## src/rtl/led_value_uart_tx.sv

```systemverilog
// led_value_uart_tx: sends the upstream LED count as an 8N1 UART byte
// whenever it changes. While a frame is on the line, one newer value can wait
// in a one-entry pending slot. If a later change overwrites that slot, the
// block flags it with a single-cycle overrun pulse.
module led_value_uart_tx #(
  parameter int CLK_FREQ = 25_000_000,
  parameter int BAUD     = 115_200
) (
  input  logic       clk,
  input  logic       rst_n,
  input  logic [7:0] value,
  output logic       tx,
  output logic       busy,
  output logic       overrun
);

  localparam int          CLKS_PER_BIT = CLK_FREQ / BAUD;
  localparam logic [15:0] BIT_LAST     = 16'(CLKS_PER_BIT - 1);

  typedef enum logic [1:0] {IDLE, START, DATA, STOP} state_t;

  state_t      state_q, state_d;
  logic [7:0]  value_q;
  logic [7:0]  shift_q, shift_d;
  logic [7:0]  pend_data_q, pend_data_d;
  logic        pend_valid_q, pend_valid_d;
  logic [15:0] timer_q, timer_d;
  logic [2:0]  idx_q, idx_d;
  logic        tx_q, tx_d;
  logic        busy_q, busy_d;
  logic        overrun_q, overrun_d;

  logic        change;
  logic        bit_end;
  logic        slot_free;

  // Compare against the previous-cycle value; value_q updates on the same edge.
  assign change    = (value != value_q);
  assign bit_end   = (timer_q == BIT_LAST);
  // At the last cycle of STOP, the pending slot is drained into the next frame.
  assign slot_free = (state_q == STOP) && bit_end;

  // Next-state, datapath and registered-output logic
  always_comb begin
    state_d      = state_q;
    shift_d      = shift_q;
    pend_data_d  = pend_data_q;
    pend_valid_d = pend_valid_q;
    timer_d      = timer_q;
    idx_d        = idx_q;
    tx_d         = tx_q;
    busy_d       = busy_q;
    overrun_d    = 1'b0;

    case (state_q)
      IDLE: begin
        timer_d = '0;
        idx_d   = '0;
        if (change) begin
          state_d = START;
          shift_d = value;
          tx_d    = 1'b0;
          busy_d  = 1'b1;
        end
      end
      START: begin
        if (bit_end) begin
          timer_d = '0;
          idx_d   = '0;
          state_d = DATA;
          tx_d    = shift_q[0];
        end else begin
          timer_d = timer_q + 16'd1;
        end
      end
      DATA: begin
        if (bit_end) begin
          timer_d = '0;
          if (idx_q == 3'd7) begin
            state_d = STOP;
            tx_d    = 1'b1;
          end else begin
            idx_d = idx_q + 3'd1;
            tx_d  = shift_q[idx_q + 3'd1];
          end
        end else begin
          timer_d = timer_q + 16'd1;
        end
      end
      STOP: begin
        if (bit_end) begin
          timer_d = '0;
          idx_d   = '0;
          if (pend_valid_q) begin
            // The pending byte goes out next. A change on this same edge
            // refills the slot, so pend_valid stays set.
            state_d      = START;
            shift_d      = pend_data_q;
            tx_d         = 1'b0;
            pend_valid_d = change;
            if (change) pend_data_d = value;
          end else if (change) begin
            state_d = START;
            shift_d = value;
            tx_d    = 1'b0;
          end else begin
            state_d = IDLE;
            tx_d    = 1'b1;
            busy_d  = 1'b0;
          end
        end else begin
          timer_d = timer_q + 16'd1;
        end
      end
      default: begin
        state_d = IDLE;
        tx_d    = 1'b1;
        busy_d  = 1'b0;
      end
    endcase

    // Mid-frame changes land in the slot, and the newest value wins.
    if ((state_q != IDLE) && change && !slot_free) begin
      pend_data_d  = value;
      pend_valid_d = 1'b1;
      overrun_d    = pend_valid_q;
    end
  end

  // State and output registers; reset aborts any frame and drops the pending byte
  always_ff @(posedge clk or negedge rst_n) begin
    if (!rst_n) begin
      state_q      <= IDLE;
      value_q      <= '0;
      shift_q      <= '0;
      pend_data_q  <= '0;
      pend_valid_q <= 1'b0;
      timer_q      <= '0;
      idx_q        <= '0;
      tx_q         <= 1'b1;
      busy_q       <= 1'b0;
      overrun_q    <= 1'b0;
    end else begin
      state_q      <= state_d;
      value_q      <= value;
      shift_q      <= shift_d;
      pend_data_q  <= pend_data_d;
      pend_valid_q <= pend_valid_d;
      timer_q      <= timer_d;
      idx_q        <= idx_d;
      tx_q         <= tx_d;
      busy_q       <= busy_d;
      overrun_q    <= overrun_d;
    end
  end

  assign tx      = tx_q;
  assign busy    = busy_q;
  assign overrun = overrun_q;

endmodule

```

## config.mk

```make
export PLATFORM = sky130hd
export DESIGN_NAME = led_value_uart_tx
export DESIGN_NICKNAME = d
export VERILOG_FILES = /design/src/rtl/led_value_uart_tx.sv
export SDC_FILE = /design/constraint.sdc
export NUM_CORES = 1
export LEC_CHECK = 0
export BUFFER_PORTS_ARGS = -buffer_cell sky130_fd_sc_hd__buf_2
export CAP_MARGIN = 20
export CELL_PAD_IN_SITES_DETAIL_PLACEMENT = 0
export CELL_PAD_IN_SITES_GLOBAL_PLACEMENT = 1
export CORE_ASPECT_RATIO = 0.5
export CORE_UTILIZATION = 45
export CTS_BUF_LIST = sky130_fd_sc_hd__clkbuf_2 sky130_fd_sc_hd__clkbuf_4 sky130_fd_sc_hd__clkbuf_8
export DETAILED_ROUTE_END_ITERATION = 16
export GPL_ROUTABILITY_DRIVEN = 0
export PLACE_DENSITY = 0.7
export SKIP_LAST_GASP = 1
export SLEW_MARGIN = 5
export SYNTH_ARGS = -nofsm -noshare
export SYNTH_HDL_FRONTEND = slang
export SYNTH_SLANG_ARGS = --single-unit
```

## constraint.sdc

```tcl
create_clock -name clk -period 2.6 [get_ports clk]
set_input_delay 0.78 -clock clk [delete_from_list [all_inputs] [get_ports clk]]
set_output_delay 0.78 -clock clk [all_outputs]
set_load 0.01 [all_outputs]
```

* Word-level counts from Yosys, hierarchy flattened
Cells that the tools add are included.
** Storage, ports and cells
- Register bits after elaboration :: 49
- Input port bits :: 10
- Logic and storage cells :: 91
- Output and inout bits :: 3
** Cells by class
- Equal/unequal tests :: 15
- Muxes and demuxes :: 43
- Add/sub/neg operators :: 2
- Reductions and logical operators :: 20
- Order comparisons :: 1
** Operators with widths (number)
- $mux 8 :: 8
- $pmux 16 s2 :: 1
- $mux 1 :: 19
- $add 16x1->16 const B :: 1
- $eq 16x8->1 const B :: 1
- $mux 16 :: 1
- $ne 2x2->1 const B :: 8
- $pmux 8 s2 :: 1
- $reduce_bool 2->1 :: 6
- $mux 2 :: 5
- $reduce_and 5->1 :: 2
- $mux 3 :: 3
- $pmux 3 s3 :: 1
- $ne 8x8->1 :: 1
- $pmux 2 s4 :: 1
- $reduce_and 4->1 :: 2
- $eq 2x2->1 const B :: 2
- $lt 3x4->1 const B :: 1
- $pmux 1 s4 :: 1
- $reduce_and 2->1 :: 2
- $add 3x1->3 const B :: 1
- $bmux 1 s3 :: 1
- $eq 3x3->1 const B :: 1
- $logic_and 1x1->1 :: 3
- other kinds (8) :: 8

* Longest topological paths before layout
- Word-level depth :: 6
- Mapped depth :: 8
- Gate-level depth less buffers :: 7

* Worst setup path after synthesis
No wires, ideal clock.
- Path type :: reg2reg
- Start :: register timer_q[11]
- End :: register pend_data_q[0]
- Path buffers :: 0
- Stages on the path, launching flop included :: 6
- Data required time :: 2475 ps
- Path slack :: 226 ps
- Library setup time :: 125 ps
- Arrival :: 2249 ps
- Clock period less this slack :: 2374 ps
- Path through :: dfrtp_1 -> or4_4 -> nor4_4 -> o21ai_2 -> a211oi_4 -> mux2_2
** On the way
- Longest elaborated chain between the ends :: 6
- Elaborated cells between the ends (all ways) :: 10
- Those cells by class :: eq/ne: 1; mux: 1; reduce/logical: 8
** RTL lines
- start: declaration :: line 27 : logic [15:0] timer_q, timer_d;
- start signal: assignment :: line 149 : timer_q <= timer_d;
- $eq 16x8->1 * :: line 39 : assign bit_end = (timer_q == BIT_LAST);
- $logic_and 1x1->1 :: line 41 : assign slot_free = (state_q == STOP) && bit_end;
- $logic_not 1->1 :: line 123 : if ((state_q != IDLE) && change && !slot_free) begin
- $logic_and 1x1->1 :: line 123
- $reduce_bool 2->1 (no line)
- $reduce_and 4->1 (no line)
- end signal: assignment :: line 147 : pend_data_q <= pend_data_d;
- end: declaration :: line 25 : logic [7:0] pend_data_q, pend_data_d;
Mark *: on every way between the ends. The rest lies on a longest branch, timed or not.
A chain may end at the register's enable or synchronous reset.

* Final worst setup path
- Start :: register timer_q[11]
- End :: register pend_data_q[6]
The elaborated chain is that of the path after synthesis.

==> results.toml <==
[floorplanning]
num_rows = 18
num_ports = 13
die-height_um = 53.60
floorplan.initialDensity = 0.4771
die-area_mm2 = 0.005638
dieWidth_um = 105.2
core_mm2 = 0.005022

[clocking]
htree_num_levels = 2
clock_insertion_delay_at_the_later_pin_of_the_skew_report_ps = 300
cts.repair.resized = 0
cts_tree = "yes"
max-clock-path-buffers = 2
clkSlewWorstSetupHoldPaths_ps = 80
clock_sinks = 49
cts.hold.buffers_added = 0
cts_setup_buffers = 0
clock_tree.root_cell = "clkbuf_8"
cts_buffers = 5

[synth]
synth_top_area_share = 0.5013
synth_top_family_by_area = "compound AO/OA/AOI/OAI gates"
yosys.area_share.xor_xnor = 0.07676
synth_seq_area_share = 0.5123
synthesis.yosys.warnings = 0
synth_ff_type = "dfrtp_1"
cell_taking_the_most_area_after_synthesis = "dfrtp_1"
async_reset_ff_frac = 1.000
count_leader_synth = "dfrtp_1"
synth_cells = 211
synthesis.nets = 229
synthDistinctLibCells = 44
synth_simple_gate_area_frac = 0.1441
synth-compound-area-share = 0.1462
ys_top_cells_by_area = "dfrtp_1, o22a_1, xnor2_1"
flip_flop_and_latch_count_after_synthesis = 49
ys_top_cells_by_count = "dfrtp_1, nor2_1, o22a_1"
post_synth_mux_area_share = 0.05640
postSynthAreaPerCell_um2 = 11.36
yosys.area_share.adder = 0.04178
synth-edff-count = 0
mappedNetlistArea_mm2 = 0.002396

[worst_setup_path]
worst-endpoint-arrival_ps = 2610
path_delay_family = "simple AND/OR/NAND/NOR gates"
slowest_stage = "or4_4"
critical_path.endpoint_type = "flip-flop"
timing.critical_path.slowest_cell_delay_ps = 560
worst-r2r-setup-slack_ps = 180
start_kind = "flip-flop"
worstPathRequired_ps = 2790
worst_flop_to_flop_path_endpoint = "pend_data_q[6]"
worstReg2RegStart = "timer_q[11]"
critical_path_class = "flip-flop to flip-flop"
worstPathCellList = "or4_4 -> nor4_4 -> o21ai_2 -> a211oi_4 -> mux2_2"
r2r_depth = 5
crit_fanout = 8
path_buf_inv = 0

[run]
maxCapViolations = 0

[final_layout]
area.growth.synth_to_final_pct = 11.59
antenna-diode-count = 0
layout-drive-gt1-share = 0.2051
fill_cells = 460
fin_nets = 252

[timing]
rsz0062_at_grt = "false"
fin_worst_hold_slack_ps = 504.7
max_freq_ghz = 0.4131
report.final.hold_viol_count = 0
slew_headroom = 0.4938
finClkSkew_ps = 5.630
setup-tns-final_ps = 0
post-route-min-period_ps = 2421
period_share = 0.9312
final_count_of_negative_setup_slack_endpoints = 0
final-max-slew-violation-count = 0
tightestPinTransition_ps = 759.3

[detailed_routing]
vias_per_cell = 5.447
antenna_violating_nets_post_route = 0
first_pass_iters = 4
routed-via-count = 1656
wl_per_cell_um = 15.24
drc_violations = 0
drt-initial-drc-count = 90
detail_route.wirelength_mm = 4.634

[pwr]
vdd_drop_max_uv = 366.0
p_total_mw = 2.663
power_density_mw_per_mm2 = 995.9
static-leakage-power_nw = 1.150

[min_path]
hold_path_class = "flip-flop to flip-flop"
min_from = "shift_q[6]"
hold-path-cell-count = 1
worstHoldEndpoint = "shift_q[6]"

[grt]
globalRouteTotalUtil = 0.1945
grt_start_max_net_pins = 34
grt_first_pass_wirelength_mm = 8.135
first_global_vias = 1647
gr-total-overflow = 0
antenna_found_initial = 0

[run_status]
outcome = "completed"

[placement]
count_of_buffers_from_port_buffering = 12
dp_hpwl_mm = 3.290
[routing by layer]
metal  vias up  global-route usage  share of wire
li1        806                   -              -
met1       832              0.2660           0.53
met2        14              0.3081           0.43
met3         4             0.05448          0.034
met4         0             0.05634         0.0063
met5         -                   0              0
[power by group]
group	leakage, nW	internal (mW)	switching (mW)
combinational	0.508	0.520	0.553
sequential	0.595	0.971	0.155
clock	0.0477	0.222	0.242
[state kept, by name (all words and copies together), names as in the netlist]
| name | count |
|---|---|
| timer_q | 16 |
| pend_data_q | 8 |
| shift_q | 8 |
| value_q | 8 |
| idx_q | 3 |
| state_q | 2 |
| busy | 1 |
| overrun | 1 |
| pend_valid_q | 1 |
| tx | 1 |
[cell usage in the layout (no fill, tap or decap), drive strengths merged, types with 2 or more instances in the layout]
cell type,instances
dfrtp,48
nor2,21
buf,19
o22a,16
xnor2,13
inv,11
nand2,10
mux2,10
o21ai,10
xor2,8
ha,8
nand3,7
clkbuf,7
a22o,5
nand4,4
nor3,4
and3,3
a21oi,3
nor4,3
a211oi,3
or2,2
and4,2
nor2b,2
[area by class of cell]
type,instances,area [µm²],area share
sequential,49,1227,0.4591
multi-input combinational,148,1115,0.4169
timing repair buffer,19,112.6,0.04212
clock buffer,7,90.09,0.03369
tap,70,87.58,0.03276
inverter,11,41.29,0.01544
[logic make-up after synthesis]
| kind of cell | count (synthesis) |
|---|---|
| AOI/OAI and AO/OA | 44 |
| xor gates and xnor gates | 21 |
| adders and majority gates | 8 |
| buffers and inverters | 14 |
| DFF | 49 |
| muxes | 11 |
| and+or+nand+nor | 64 |
[worst max path at each step]
stage / slack (ps) / from / to / cells past startpoint
3_3_place_gp: 220 / timer_q[11] / state_q[1] / 6
4_1_cts: 150 / timer_q[11] / pend_data_q[6] / 5
6_report: 180 / timer_q[11] / pend_data_q[6] / 5
3_5_place_dp: 170 / timer_q[11] / pend_data_q[3] / 5
2_1_floorplan: 230 / timer_q[11] / pend_data_q[0] / 5
5_1_grt: 10 / timer_q[0] / state_q[1] / 8
[through the flow]
stage                     setup WS (ps)  instance area, µm²  cells  utilization
final                             179.0                2674    304       0.5324
after global routing              11.08                2674    304       0.5324
after CTS                         145.4                2674    304       0.5324
after detailed placement          173.0                2584    297       0.5144
after global placement            215.3                2584    297       0.5144
after floorplan                   226.4                2396    211            -
Note: power is estimated with default switching activity, not from simulation.
